### config.mk
export PLATFORM = sky130hd
export DESIGN_NAME = lc4_wb_stage
export DESIGN_NICKNAME = d
export VERILOG_FILES = /design/src/rtl/lc4_wb_stage.sv
export SDC_FILE = /design/constraint.sdc
export NUM_CORES = 1
export LEC_CHECK = 0
export ABC_AREA = 1
export ABC_CLOCK_PERIOD_IN_PS = 5600
export BUFFER_PORTS_ARGS = -buffer_cell sky130_fd_sc_hd__buf_2
export CORE_MARGIN = 2
export CORE_UTILIZATION = 47
export DETAILED_ROUTE_END_ITERATION = 8
export PLACE_DENSITY = 0.85
export SETUP_SLACK_MARGIN = 0.05
export SLEW_MARGIN = 5
export SYNTH_ARGS = -nofsm -noshare
export SYNTH_HDL_FRONTEND = slang
export SYNTH_SLANG_ARGS = --single-unit
### constraint.sdc
create_clock -name clk -period 5.6 [get_ports clk]
set_input_delay 1.12 -clock clk [delete_from_list [all_inputs] [get_ports clk]]
set_output_delay 1.12 -clock clk [all_outputs]
set_load 0.05 [all_outputs]
### src/rtl/lc4_wb_stage.sv
// lc4_wb_stage: LC4 writeback stage.
// Completed results enter through a valid/ready handshake and wait in a
// 2-entry skid FIFO. They retire in order to the register-file write port,
// and each retiring register write updates the NZP condition codes.
// in_ready depends only on registered occupancy, so wb_stall does not
// reach upstream through a combinational path.
// Optional feature: define LC4_WB_TRACE_EN to enable trace_valid, trace_pc
// and retire_count. Without it these outputs are tied to zero and the pc
// field is not stored.
module lc4_wb_stage #(
  parameter int unsigned DEPTH = 2
) (
  input  logic        clk,
  input  logic        rst_n,
  input  logic        in_valid,
  output logic        in_ready,
  input  logic [15:0] in_pc,
  input  logic [2:0]  in_rd,
  input  logic        in_regfile_we,
  input  logic [15:0] in_rddata,
  input  logic        flush,
  input  logic        wb_stall,
  output logic        wb_valid,
  output logic        wb_we,
  output logic [2:0]  wb_sel,
  output logic [15:0] wb_data,
  output logic [2:0]  nzp,
  output logic        trace_valid,
  output logic [15:0] trace_pc,
  output logic [15:0] retire_count
);

  localparam logic [1:0] FULL_COUNT = 2'(DEPTH);

  logic [1:0]  count;
  logic        head;
  logic        tail;
  logic [2:0]  rd_q   [2];
  logic        we_q   [2];
  logic [15:0] data_q [2];

  logic push;
  logic pop;

  // Handshake and head-of-queue view
  always_comb begin
    in_ready = (count != FULL_COUNT);
    wb_valid = (count != 2'd0);
    wb_sel   = rd_q[head];
    wb_data  = data_q[head];
    push     = in_valid && in_ready && !flush;
    pop      = wb_valid && !wb_stall && !flush;
    // Reset overrides everything, so no write escapes in a reset cycle.
    wb_we    = pop && we_q[head] && rst_n;
  end

  // Entry storage; contents are don't-care while empty, so no reset
  always_ff @(posedge clk) begin
    if (push) begin
      rd_q[tail]   <= in_rd;
      we_q[tail]   <= in_regfile_we;
      data_q[tail] <= in_rddata;
    end
  end

  // Pointers, occupancy and architectural condition codes
  always_ff @(posedge clk) begin
    if (!rst_n) begin
      count <= 2'd0;
      head  <= 1'b0;
      tail  <= 1'b0;
      nzp   <= 3'b010;
    end else if (flush) begin
      count <= 2'd0;
      head  <= 1'b0;
      tail  <= 1'b0;
    end else begin
      if (push) begin
        tail <= ~tail;
      end
      if (pop) begin
        head <= ~head;
        if (we_q[head]) begin
          nzp <= {data_q[head][15],
                  (data_q[head] == 16'h0000),
                  (!data_q[head][15] && (data_q[head] != 16'h0000))};
        end
      end
      case ({push, pop})
        2'b10:   count <= count + 2'd1;
        2'b01:   count <= count - 2'd1;
        default: count <= count;
      endcase
    end
  end

`ifdef LC4_WB_TRACE_EN
  logic [15:0] pc_q [2];

  // PC storage for the retirement trace
  always_ff @(posedge clk) begin
    if (push) begin
      pc_q[tail] <= in_pc;
    end
  end

  // Retirement trace, visible in the same cycle as the pop
  always_comb begin
    trace_valid = pop && rst_n;
    trace_pc    = pc_q[head];
  end

  // Retired-instruction counter, wraps naturally at 16 bits
  always_ff @(posedge clk) begin
    if (!rst_n) begin
      retire_count <= '0;
    end else if (pop) begin
      retire_count <= retire_count + 16'd1;
    end
  end
`else
  logic [15:0] unused_pc;

  // Trace disabled: outputs held at zero, pc input ignored
  always_comb begin
    unused_pc    = in_pc;
    trace_valid  = 1'b0;
    trace_pc     = '0;
    retire_count = '0;
  end
`endif

endmodule

==> PnR_summary.wiki, run 1 <==
{| class="wikitable"
! Metric !! Value
|-
| Max-slew violation count || 0
|-
| Share of the synthesized area in the top cell type || 56.7%
|-
| Hold-fix buffers, CTS || 0
|-
| DP HPWL || 2350 um
|-
| Count of flip-flops with a built-in enable after synthesis || 40
|-
| Synthesis Warnings || 0
|-
| Quantity of gates resized following cts || 0
|-
| Worst Clk Skew || 8.23 ps
|-
| Area of combinational cells with multiple inputs || 579 um2
|-
| Critical register-to-register path endpoint || nzp[0]$_SDFFE_PN0P_
|-
| Final GP Congestion || 0.654
|-
| Max rail drop VDD || 0.236 mV
|-
| # port buffers || 49
|-
| Clock sink count || 48
|-
| Post-DR vias/cell || 4.63
|-
| Measured slew at the worst slew-check pin || 1030 ps
|-
| Final-report hold violation count || 0
|-
| Setup_tns || 0 ps
|-
| Placement row count || 24
|-
| Die Height || 71.2 um
|-
| Standby leakage power || 0.00106 uW
|-
| Buffer cell driving the clock tree root || clkbuf_8
|-
| DRT iter0 DRCs || 65
|-
| Share of synthesized area occupied by flip-flops and latches || 64.2%
|-
| Post-detailed-route count of antenna-violating nets || 0
|-
| Horizontal die dimension || 71.2 um
|-
| Count of nets after finishing || 292
|-
| Core ar. || 0.00435 mm2
|-
| End point of the worst hold path || nzp[0]$_SDFFE_PN0P_
|-
| First-pass GRT wire length || 5020 um
|-
| Via total after detailed routing || 1,402
|-
| DRC violation count after routing || 0
|-
| Prevailing post-synth register cell || edfxtp_1
|-
| Count of inserted antenna diode cells || 0
|-
| RSZ-0062 raised after global routing || no
|-
| Top achievable clock speed || 0.312 GHz
|-
| Initial Util || 48.7%
|-
| Clock H-tree levels || 2
|-
| Reg2reg setup slack || 3560 ps
|-
| Synth-to-layout area growth || 13.6%
|-
| Total I/O pin count || 99
|-
| Post-synthesis async set-or-reset flop share || 0%
|-
| Highest fanout seen on the critical path || 21
|-
| Critical hold path startpoint || nzp[0]$_SDFFE_PN0P_
|-
| WL/cell || 11.1 um
|-
| Gr usage total || 13.3%
|-
| Pre-Repair DR Iteration Count || 4
|-
| DIE AREA || 0.00506 mm2
|-
| Total of flip-flops plus latches after synthesis || 48
|-
| Number of distinct library cells after synthesis || 19
|-
| Max clock buf depth || 2
|-
| Cell with the most instances after synthesis || nand2_1
|-
| Least setup slack across all paths after layout || 2390 ps
|-
| Initial antenna violation count || 0
|-
| TritonCTS clock tree || built
|-
| WHS Path Cells || 2
|-
| Detailed-route wire length || 3360 um
|-
| Category of the critical setup timing path || reg2out
|-
| Post-Place Worst Slack || 2460 ps
|-
| Global route overflow || 0
|-
| Count of fill cells added during filler insertion || 371
|-
| Library cell occupying the most area in the post-synthesis netlist || edfxtp_1
|-
| Minimum clock period after layout || 3210 ps
|-
| Combined flip-flop and latch cell area || 0.00136 mm2
|-
| Final-report setup violation count || 0
|-
| Max-slew headroom || 31.1%
|-
| Outcome || complete, no violations
|-
| Power density relative to cell area || 334 mW/mm2
|-
| Largest net degree at the start of global routing || 22
|-
| Clock insertion delay at the later pin of the skew report || 300 ps
|-
| Post-CTS clock slew at the launch and capture registers of the worst setup and hold paths || 90 ps
|-
| Post-CTS setup-driven buffer insertion count || 0
|-
| Layout cells sized above 1 || 24.7%
|-
| Type of the tightest min-delay check || reg2reg
|-
| Total of max-cap violations || 0
|-
| Dominant cells by area after synthesis || edfxtp_1 57%, nand2_1 13%, buf_4 12%
|-
| Cell types with the highest counts after synthesis || 71 x nand2_1, 40 x edfxtp_1, 35 x buf_4, 21 x nor2_1, 8 x dfxtp_1
|-
| Post-synthesis instance area || 0.00212 mm2
|-
| R2r worst-path depth || 9
|-
| Cell count after synthesis || 199
|-
| Via count of the first global-routing pass || 1,189
|-
| Crit start category || register
|-
| Syn avg cell area || 10.7 um2
|-
| Data required, critical path || 4480 ps
|-
| Inserted Clock Buffers || 5
|-
| Type of destination of the critical path || output pin
|-
| Worst endpoint data arrival time || 2090 ps
|-
| Fraction of the cycle the final worst path needs || 57.2%
|}
kinds of logic (layout without fill, tap and decap cells):
group	Yosys count	in the layout	synth area share [%]
adders and majority gates	1	1	0.590
other	1	33	0.177
and+or+nand+nor	98	98	18.5
AOI/OAI and AO/OA	9	9	2.12
buffers and inverters	42	62	14.3
DFF	48	48	64.2
worst max-delay path by stage:
stage               slack (ps)  cells after the start     start  endpoint
finish                    2390                      6  register     wb_we
floorplan                 2360                      3     flush     wb_we
global placement          2470                      5     flush     wb_we
CTS                       2350                      6  register     wb_we
global route              2200                      6  register     wb_we
detailed placement        2460                      5     flush     wb_we
placed cells by master (no fill, tap or decap), types with 2 or more instances in the layout:
cell type,count
clkbuf_8,5
dfxtp_1,8
conb_1,33
a21oi_1,6
inv_1,4
nand2_1,71
buf_2,49
nor2_1,19
nor2_2,2
edfxtp_1,40
o21ai_0,2
bufinv_16,2
area by class of cell:
class	count	share of cell area, %
multi-input cells	141	24.1
well taps	52	2.70
clock buffers	5	2.86
inverters	5	0.780
clock inverters	3	2.86
repair buffers	49	10.2
flip-flops and latches	48	56.5
per-stage QoR:
| stage | utilization (%) | area, um2 | instances | power (uW) | hold slack [ps] |
|---|---|---|---|---|---|
| after global routing | 55.3 | 2410 | 303 | 825 | 507 |
| after global placement | 52.1 | 2270 | 295 | 516 | 454 |
| after CTS | 55.3 | 2410 | 303 | 809 | 472 |
| final | 55.3 | 2410 | 303 | 805 | 476 |
| after floorplan | - | 2240 | 231 | 515 | 459 |
| after detailed placement | 52.1 | 2270 | 295 | 518 | 459 |
sequential cells by signal, summed over array words and instances, names as in the netlist, named ones only:
register / flops
head: 1
tail: 1
data_q: 32
count: 2
nzp: 3
we_q: 2
rd_q: 6
worst max-delay path: stages, from the launching register on:
cell,delay [ps]
dfxtp_1,830
inv_2,350
nand2_1,140
nand2_1,90
nand2_2,110
nor2_1,40
buf_2,210
power by group:
part	internal [uW]	switching (uW)	leakage, uW	total (uW)
combinational	15.9	94.8	0.000558	111
clock	180	115	0.0000687	295
sequential	396	2.78	0.000432	399
metal layers:
layer	GRT usage (%)	up-vias	wire length, um
li1	-	685	-
met1	13.8	632	1260
met2	22.8	81	1710
met3	5.84	4	350
met4	6.29	0	39
met5	0	-	0
(Power assumes the default switching activity.)
==> inputs of run 2 (changes only) <==
--- a/config.mk
+++ b/config.mk
@@ -6,12 +6,12 @@
 export NUM_CORES = 1
 export LEC_CHECK = 0
 export ABC_AREA = 1
-export ABC_CLOCK_PERIOD_IN_PS = 5600
+export ABC_CLOCK_PERIOD_IN_PS = 3300
 export BUFFER_PORTS_ARGS = -buffer_cell sky130_fd_sc_hd__buf_2
 export CORE_MARGIN = 2
-export CORE_UTILIZATION = 47
+export CORE_UTILIZATION = 46
 export DETAILED_ROUTE_END_ITERATION = 8
-export PLACE_DENSITY = 0.85
+export PLACE_DENSITY = 0.83
 export SETUP_SLACK_MARGIN = 0.05
 export SLEW_MARGIN = 5
 export SYNTH_ARGS = -nofsm -noshare
==> constraint.sdc (replaced) <==
create_clock -name clk -period 3.3 [get_ports clk]
set_input_delay 0.66 -clock clk [delete_from_list [all_inputs] [get_ports clk]]
set_output_delay 0.66 -clock clk [all_outputs]
set_load 0.05 [all_outputs]
==> run 2 against run 1 <==
Sequential cell count did not move. Utilization fell by 0.065 points. Setup slack worse by 1300 ps. Design area grew 0.57%. Global-route usage is 0.10 points higher. Clock power is 61% higher. Clock skew down 6.5 ps. Register-to-register slack got worse by 1900 ps. Die area up 2.0%. Wire length shrank 0.12%. Via count is 0.64% lower.
==> PnR_summary.wiki, run 2 (synthesized netlist as in run 1, its figures left out) <==
{| class="wikitable"
! Metric !! Value
|-
| TritonCTS clock tree || built
|-
| Cell seen most often among critical-path stages || buf_2
|-
| Detailed-route wire length || 3360 um (-0.12%)
|-
| Sequence of cells on the critical path || buf_2 > nor3_4 > nand2_2 > nor2_1 > buf_2
|-
| Largest net degree at the start of global routing || 21 (-4.5%)
|-
| Inserted Clock Buffers || 5 (unchanged)
|-
| DP HPWL || 2360 um (+0.50%)
|-
| Worst endpoint data arrival time || 1550 ps (-540 ps)
|-
| Buf/Inv on CP || 2 (unchanged)
|-
| Post-DR vias/cell || 4.57 (-1.3%)
|-
| Global route overflow || 0 (unchanged)
|-
| Placement row count || 24 (unchanged)
|-
| End point of the worst hold path || nzp[0]$_SDFFE_PN0P_
|-
| Critical register-to-register path endpoint || count[1]$_SDFFE_PP0P_
|-
| Highest fanout seen on the critical path || 5 (-76%)
|-
| Final-report hold violation count || 0 (unchanged)
|-
| Via count of the first global-routing pass || 1,239 (+4.2%)
|-
| Max rail drop VDD || 0.391 mV (+66%)
|-
| Initial antenna violation count || 0 (unchanged)
|-
| Pre-Repair DR Iteration Count || 4 (unchanged)
|-
| Setup_tns || 0 ps (unchanged)
|-
| Registers with the highest flip-flop counts || data_q x32, rd_q x6, nzp x3
|-
| Overall power of the completed layout || 1340 uW (+67%)
|-
| R2r worst-path depth || 7 (-2)
|-
| Max clock buf depth || 2 (unchanged)
|-
| Type of destination of the critical path || output pin
|-
| Clock sink count || 48 (unchanged)
|-
| Cell family with most CP delay || simple AND/OR/NAND/NOR gates
|-
| Max reg flops || 32 (unchanged)
|-
| Standby leakage power || 0.00107 uW (+1.1%)
|-
| Clock insertion delay at the later pin of the skew report || 290 ps (about the same)
|-
| Hold-fix buffers, CTS || 0 (unchanged)
|-
| Layout cells sized above 1 || 25.3% (+0.60 points)
|-
| Outcome || complete, no violations
|-
| Data required, critical path || 2640 ps (-1840 ps)
|-
| # port buffers || 49 (unchanged)
|-
| Startpoint of the worst register-to-register path || count[0]$_SDFFE_PP0P_
|-
| Quantity of gates resized following cts || 0 (unchanged)
|-
| Initial Util || 48.3% (-0.33 points)
|-
| Clock H-tree levels || 2 (unchanged)
|-
| Most common cell after layout, fill and taps aside || nand2_1
|-
| Top library cells by usage in the layout, fill and taps aside || 71 x nand2_1, 49 x buf_2, 40 x edfxtp_1
|-
| Post-CTS setup-driven buffer insertion count || 0 (unchanged)
|-
| WHS Path Cells || 2 (unchanged)
|-
| Buffer cell driving the clock tree root || clkbuf_8
|-
| Worst stage delay on the critical path || 280 ps (-550 ps)
|-
| Type of the tightest min-delay check || reg2reg
|-
| Critical hold path startpoint || nzp[0]$_SDFFE_PN0P_
|-
| DIE AREA || 0.00517 mm2 (+2.0%)
|-
| Post-Place Worst Slack || 1080 ps (-1380 ps)
|-
| WL/cell || 11.0 um (-0.77%)
|-
| Die Height || 71.9 um (+1.0%)
|-
| Max-slew violation count || 0 (unchanged)
|-
| Post-CTS clock slew at the launch and capture registers of the worst setup and hold paths || 80 ps (about the same)
|-
| Synth-to-layout area growth || 14.2%
|-
| Count of inserted antenna diode cells || 0 (unchanged)
|-
| Count of nets after finishing || 295 (+1.0%)
|-
| Via total after detailed routing || 1,393 (-0.64%)
|-
| Total I/O pin count || 99 (unchanged)
|-
| Final-report setup violation count || 0 (unchanged)
|-
| Fraction of the cycle the final worst path needs || 66.9%
|-
| Cell type of the slowest stage on the worst timing path || nor3_4
|-
| DRC violation count after routing || 0 (unchanged)
|-
| Power density relative to cell area || 554 mW/mm2 (+66%)
|-
| Least setup slack across all paths after layout || 1090 ps (-1300 ps)
|-
| Post-detailed-route count of antenna-violating nets || 0 (unchanged)
|-
| DRT iter0 DRCs || 39 (-40%)
|-
| Category of the critical setup timing path || in2out
|-
| Gr usage total || 13.4% (+0.10 points)
|-
| Total of max-cap violations || 0 (unchanged)
|-
| Reg2reg setup slack || 1670 ps (-1890 ps)
|-
| Core ar. || 0.00438 mm2 (+0.69%)
|-
| Final GP Congestion || 0.704 (+7.7%)
|-
| First-pass GRT wire length || 5160 um (+2.9%)
|-
| Horizontal die dimension || 71.9 um (+1.0%)
|-
| Crit start category || primary input
|-
| Top achievable clock speed || 0.453 GHz
|-
| Worst Clk Skew || 1.72 ps (-6.51 ps)
|-
| Minimum clock period after layout || 2210 ps
|-
| RSZ-0062 raised after global routing || no
|-
| Reg with most FFs || data_q
|}
-- run 2: area by class of cell --
cell class / count / area (um2)
clock inverter: 2 / 60.1
clock buffer: 5 / 68.8
timing repair buffer: 52 / 268
fill: 381 / 1960
multi-input combinational: 141 / 579
sequential: 48 / 1360
tap: 52 / 65.1
inverter: 5 / 18.8
-- run 2: metrics by stage --
step | util [%] | cell area [um2] | hold WS (ps) | std cells
after floorplan | - | 2240 | 459 | 231
after detailed placement | 52.3 | 2290 | 475 | 298
final | 55.2 | 2420 | 481 | 305
after global routing | 55.2 | 2420 | 503 | 305
after global placement | 52.3 | 2290 | 454 | 298
after CTS | 55.2 | 2420 | 488 | 305
-- run 2: worst max-delay path by stage --
stage          startpoint    end  slack (ps)  cells after the start
5_1_grt          register  wb_we         970                      6
2_1_floorplan       flush  wb_we         980                      3
4_1_cts             flush  wb_we        1080                      5
3_5_place_dp        flush  wb_we        1080                      5
6_report            flush  wb_we        1090                      5
3_3_place_gp        flush  wb_we        1090                      5
-- run 2: metal layers --
layer  routed length [um]  track usage, %  part of all wire [%]
met1                 1370            15.3                    41
met5                    0               0                     0
met2                 1660            23.3                    49
met4                   38            5.66                   1.1
met3                  293            4.08                   8.7
-- run 2: power by group --
group	switching [uW]	leakage, uW	internal (uW)	total (uW)
combinational	162	0.000575	28.2	190
clock	176	0.0000642	298	474
sequential	4.00	0.000432	672	676
total	342	0.00107	998	1340
-- run 2: worst register-to-register path: stages, from the launching register on --
cell and delay (ps):
dfxtp_1 380, inv_1 80, nand2_1 70, nand3b_1 190, ha_1 380, nor2_1 160, a21oi_1 90, nor4_1 200
==> inputs of run 3 (changes only) <==
--- a/config.mk
+++ b/config.mk
@@ -5,13 +5,13 @@
 export SDC_FILE = /design/constraint.sdc
 export NUM_CORES = 1
 export LEC_CHECK = 0
-export ABC_AREA = 1
-export ABC_CLOCK_PERIOD_IN_PS = 3300
+export ABC_AREA = 0
+export ABC_CLOCK_PERIOD_IN_PS = 1800
 export BUFFER_PORTS_ARGS = -buffer_cell sky130_fd_sc_hd__buf_2
 export CORE_MARGIN = 2
-export CORE_UTILIZATION = 46
+export CORE_UTILIZATION = 42
 export DETAILED_ROUTE_END_ITERATION = 8
-export PLACE_DENSITY = 0.83
+export PLACE_DENSITY = 0.8
 export SETUP_SLACK_MARGIN = 0.05
 export SLEW_MARGIN = 5
 export SYNTH_ARGS = -nofsm -noshare
==> constraint.sdc (replaced) <==
create_clock -name clk -period 1.8 [get_ports clk]
set_input_delay 0.36 -clock clk [delete_from_list [all_inputs] [get_ports clk]]
set_output_delay 0.36 -clock clk [all_outputs]
set_load 0.05 [all_outputs]
==> run 3 against run 2 <==
Sequential power rose by 85%. Clock skew up 3.3 ps. Design area grew 16%. Global-route usage fell by 0.77 points. Largest cell class unchanged. Setup slack worse by 1000 ps. Non-clock buffer count is 6 higher. Count of clock-buffer cells in the layout up 1. Sequential share of layout area is 7.4 points lower. Area after synthesis is 1.4% higher.
==> PnR_summary.wiki, run 3 <==
{| class="wikitable"
! Metric !! Value
|-
| Top library cells by usage in the layout, fill and taps aside || 40 x edfxtp_1, 33 x conb_1, 30 x buf_2
|-
| First-pass GRT wire length || 5070 um (-1.7%)
|-
| Horizontal die dimension || 75.5 um (+5.1%)
|-
| Share of synthesized area occupied by flip-flops and latches || 63.3% (-0.90 points)
|-
| Crit start category || register
|-
| Count of nets after finishing || 256 (-13%)
|-
| Dominant cells by area after synthesis || edfxtp_1 56%, buf_4 12%, mux2_1 9.4%
|-
| TritonCTS clock tree || built
|-
| Max rail drop VDD || 0.543 mV (+39%)
|-
| Power density relative to cell area || 846 mW/mm2 (+53%)
|-
| DRC violation count after routing || 0 (unchanged)
|-
| RSZ-0062 raised after global routing || yes
|-
| Final-report setup violation count || 0 (unchanged)
|-
| Count of non-filler cells in the finished layout || 285 (-6.6%)
|-
| Setup_tns || 0 ps (unchanged)
|-
| Syn avg cell area || 14.1 um2 (+33%)
|-
| Max reg flops || 32 (unchanged)
|-
| Library cell occupying the most area in the post-synthesis netlist || edfxtp_1
|-
| Reg with most FFs || data_q
|-
| Worst Clk Skew || 5.03 ps (+3.31 ps)
|-
| Initial Util || 42.9% (-5.4 points)
|-
| Type of destination of the critical path || output pin
|-
| Placement row count || 26 (+8.3%)
|-
| Cell with the most instances after synthesis || edfxtp_1
|-
| Outcome || complete, no violations
|-
| Share of the synthesized area in the top cell type || 55.9% (-0.79 points)
|-
| DRT iter0 DRCs || 26 (-33%)
|-
| Count of flip-flops with a built-in enable after synthesis || 40 (unchanged)
|-
| Clock insertion delay at the later pin of the skew report || 290 ps (about the same)
|-
| Via total after detailed routing || 1,278 (-8.3%)
|-
| Post-detailed-route count of antenna-violating nets || 0 (unchanged)
|-
| Inserted Clock Buffers || 5 (unchanged)
|-
| Post-CTS clock slew at the launch and capture registers of the worst setup and hold paths || 80 ps (about the same)
|-
| Minimum clock period after layout || 1750 ps
|-
| Clock sink count || 48 (unchanged)
|-
| Total of max-cap violations || 0 (unchanged)
|-
| Total I/O pin count || 99 (unchanged)
|-
| DIE AREA || 0.00571 mm2 (+10%)
|-
| Synth-to-layout area growth || 30.3%
|-
| WL/cell || 13.0 um (+18%)
|-
| DP HPWL || 2600 um (+10%)
|-
| Post-DR vias/cell || 4.48 (-1.8%)
|-
| Highest fanout seen on the critical path || 7 (+2)
|-
| Cell types with the highest counts after synthesis || 40 x edfxtp_1, 33 x buf_4, 18 x mux2_1, 12 x nor2_1, 8 x dfxtp_1
|-
| Fraction of the cycle the final worst path needs || 97.0%
|-
| Pre-Repair DR Iteration Count || 4 (unchanged)
|-
| Post-synthesis async set-or-reset flop share || 0% (unchanged)
|-
| Category of the critical setup timing path || reg2out
|-
| Cell count after synthesis || 152 (-24%)
|-
| Hold-fix buffers, CTS || 0 (unchanged)
|-
| Detailed-route wire length || 3690 um (+10%)
|-
| Layout cells sized above 1 || 41.9% (+17 points)
|-
| Worst endpoint data arrival time || 1390 ps (-160 ps)
|-
| Final GP Congestion || 0.756 (+7.4%)
|-
| Max-slew violation count || 0 (unchanged)
|-
| Max clock buf depth || 2 (unchanged)
|-
| Prevailing post-synth register cell || edfxtp_1
|-
| # port buffers || 49 (unchanged)
|-
| Number of distinct library cells after synthesis || 31 (+12)
|-
| Synthesis Warnings || 0 (unchanged)
|-
| Largest net degree at the start of global routing || 21 (unchanged)
|-
| Initial antenna violation count || 0 (unchanged)
|-
| Die Height || 75.5 um (+5.1%)
|-
| Data required, critical path || 1440 ps (-1200 ps)
|-
| Top achievable clock speed || 0.573 GHz
|-
| Registers with the highest flip-flop counts || data_q x32, rd_q x6, nzp x3
|-
| Type of the tightest min-delay check || in2reg
|-
| Core ar. || 0.00501 mm2 (+14%)
|-
| Total of flip-flops plus latches after synthesis || 48 (unchanged)
|-
| Gr usage total || 12.6% (-0.77 points)
|-
| Buffer cell driving the clock tree root || clkbuf_8
|-
| Most common cell after layout, fill and taps aside || edfxtp_1
|-
| Global route overflow || 0 (unchanged)
|-
| Util after Layout || 55.9% (+0.70 points)
|-
| Critical hold path startpoint || in_rddata[5]
|-
| Post-synthesis instance area || 0.00215 mm2 (+1.4%)
|-
| Standby leakage power || 0.00110 uW (+2.5%)
|-
| Final-report hold violation count || 0 (unchanged)
|-
| Clock H-tree levels || 2 (unchanged)
|-
| Count of inserted antenna diode cells || 0 (unchanged)
|-
| Placed cell count || 275 (-7.7%)
|-
| Via count of the first global-routing pass || 1,157 (-6.6%)
|}
==> run 3: cell types whose count changed after synthesis, moves of 3 or more <==
cell     delta
nand2_1    -71
mux2_1     +18
nor2_1      -9
a21oi_1     -4
xnor2_1     +3
==> run 3: where the power goes <==
part           total [uW]  internal [uW]  switching (uW)
Clock                 728            412             316
Sequential           1250           1230            14.7
Combinational         396            104             293
==> run 3: worst max-delay path, stage by stage, from the launching register on <==
cell,delay [ps]
dfxtp_4,430
buf_4,160
mux2_1,320
buf_4,190
==> run 3: stage by stage <==
| stage | power, uW | area (um2) | hold WS, ps | worst slack [ps] |
|---|---|---|---|---|
| floorplan | 1600 | 2290 | 459 | 64.3 |
| global placement | 1620 | 2460 | 494 | 130 |
| detailed placement | 1620 | 2460 | 517 | 40.6 |
| CTS | 2360 | 2640 | 242 | 40.3 |
| global route | 2470 | 2800 | 234 | 1.25 |
| finish | 2370 | 2800 | 252 | 53.8 |
==> run 3: layout make-up <==
cell class	count	area, um2
inverter	3	11.3
sequential	48	1370
timing repair buffer	58	502
fill	423	2210
tap	70	87.6
clock inverter	2	35.0
clock buffer	6	72.6
multi-input combinational	98	726
==> run 3: final timing paths <==
path | endpoint | slack (ps) | cells after the start
setup / recovery | wb_data[14] | 50 | 3
hold / removal | data_q[0][5]$_DFFE_PP_ | 250 | 1
setup reg to reg | nzp[0]$_SDFFE_PN0P_ | 210 | 5
hold reg to reg | count[1]$_SDFFE_PP0P_ | 520 | 2
==> run 3: repair_timing <==
| item | 4_1_cts | 5_1_grt |
|---|---|---|
| pin swaps | 0 | 0 |
| setup buffers | 1 | 0 |
| gates cloned | 0 | 1 |
| setup endpoints to repair | 21 | 20 |
| resized for setup | 24 | 43 |
==> run 3: logic make-up after synthesis <==
kind of cell | share of synthesized area, %
DFF | 63.3
buffers and inverters | 12.5
and+or+nand+nor | 8.27
muxes | 10.4
AOI/OAI and AO/OA | 3.08
xor gates and xnor gates | 1.63
adders and majority gates | 0.582
other | 0.174
==> run 3: metal layers <==
layer | vias up | track usage (%) | share of wire [%]
li1 | 611 | - | -
met4 | 0 | 5.85 | 1.6
met1 | 606 | 11.8 | 35
met5 | - | 0 | 0
met2 | 56 | 24.7 | 57
met3 | 5 | 3.70 | 6.5
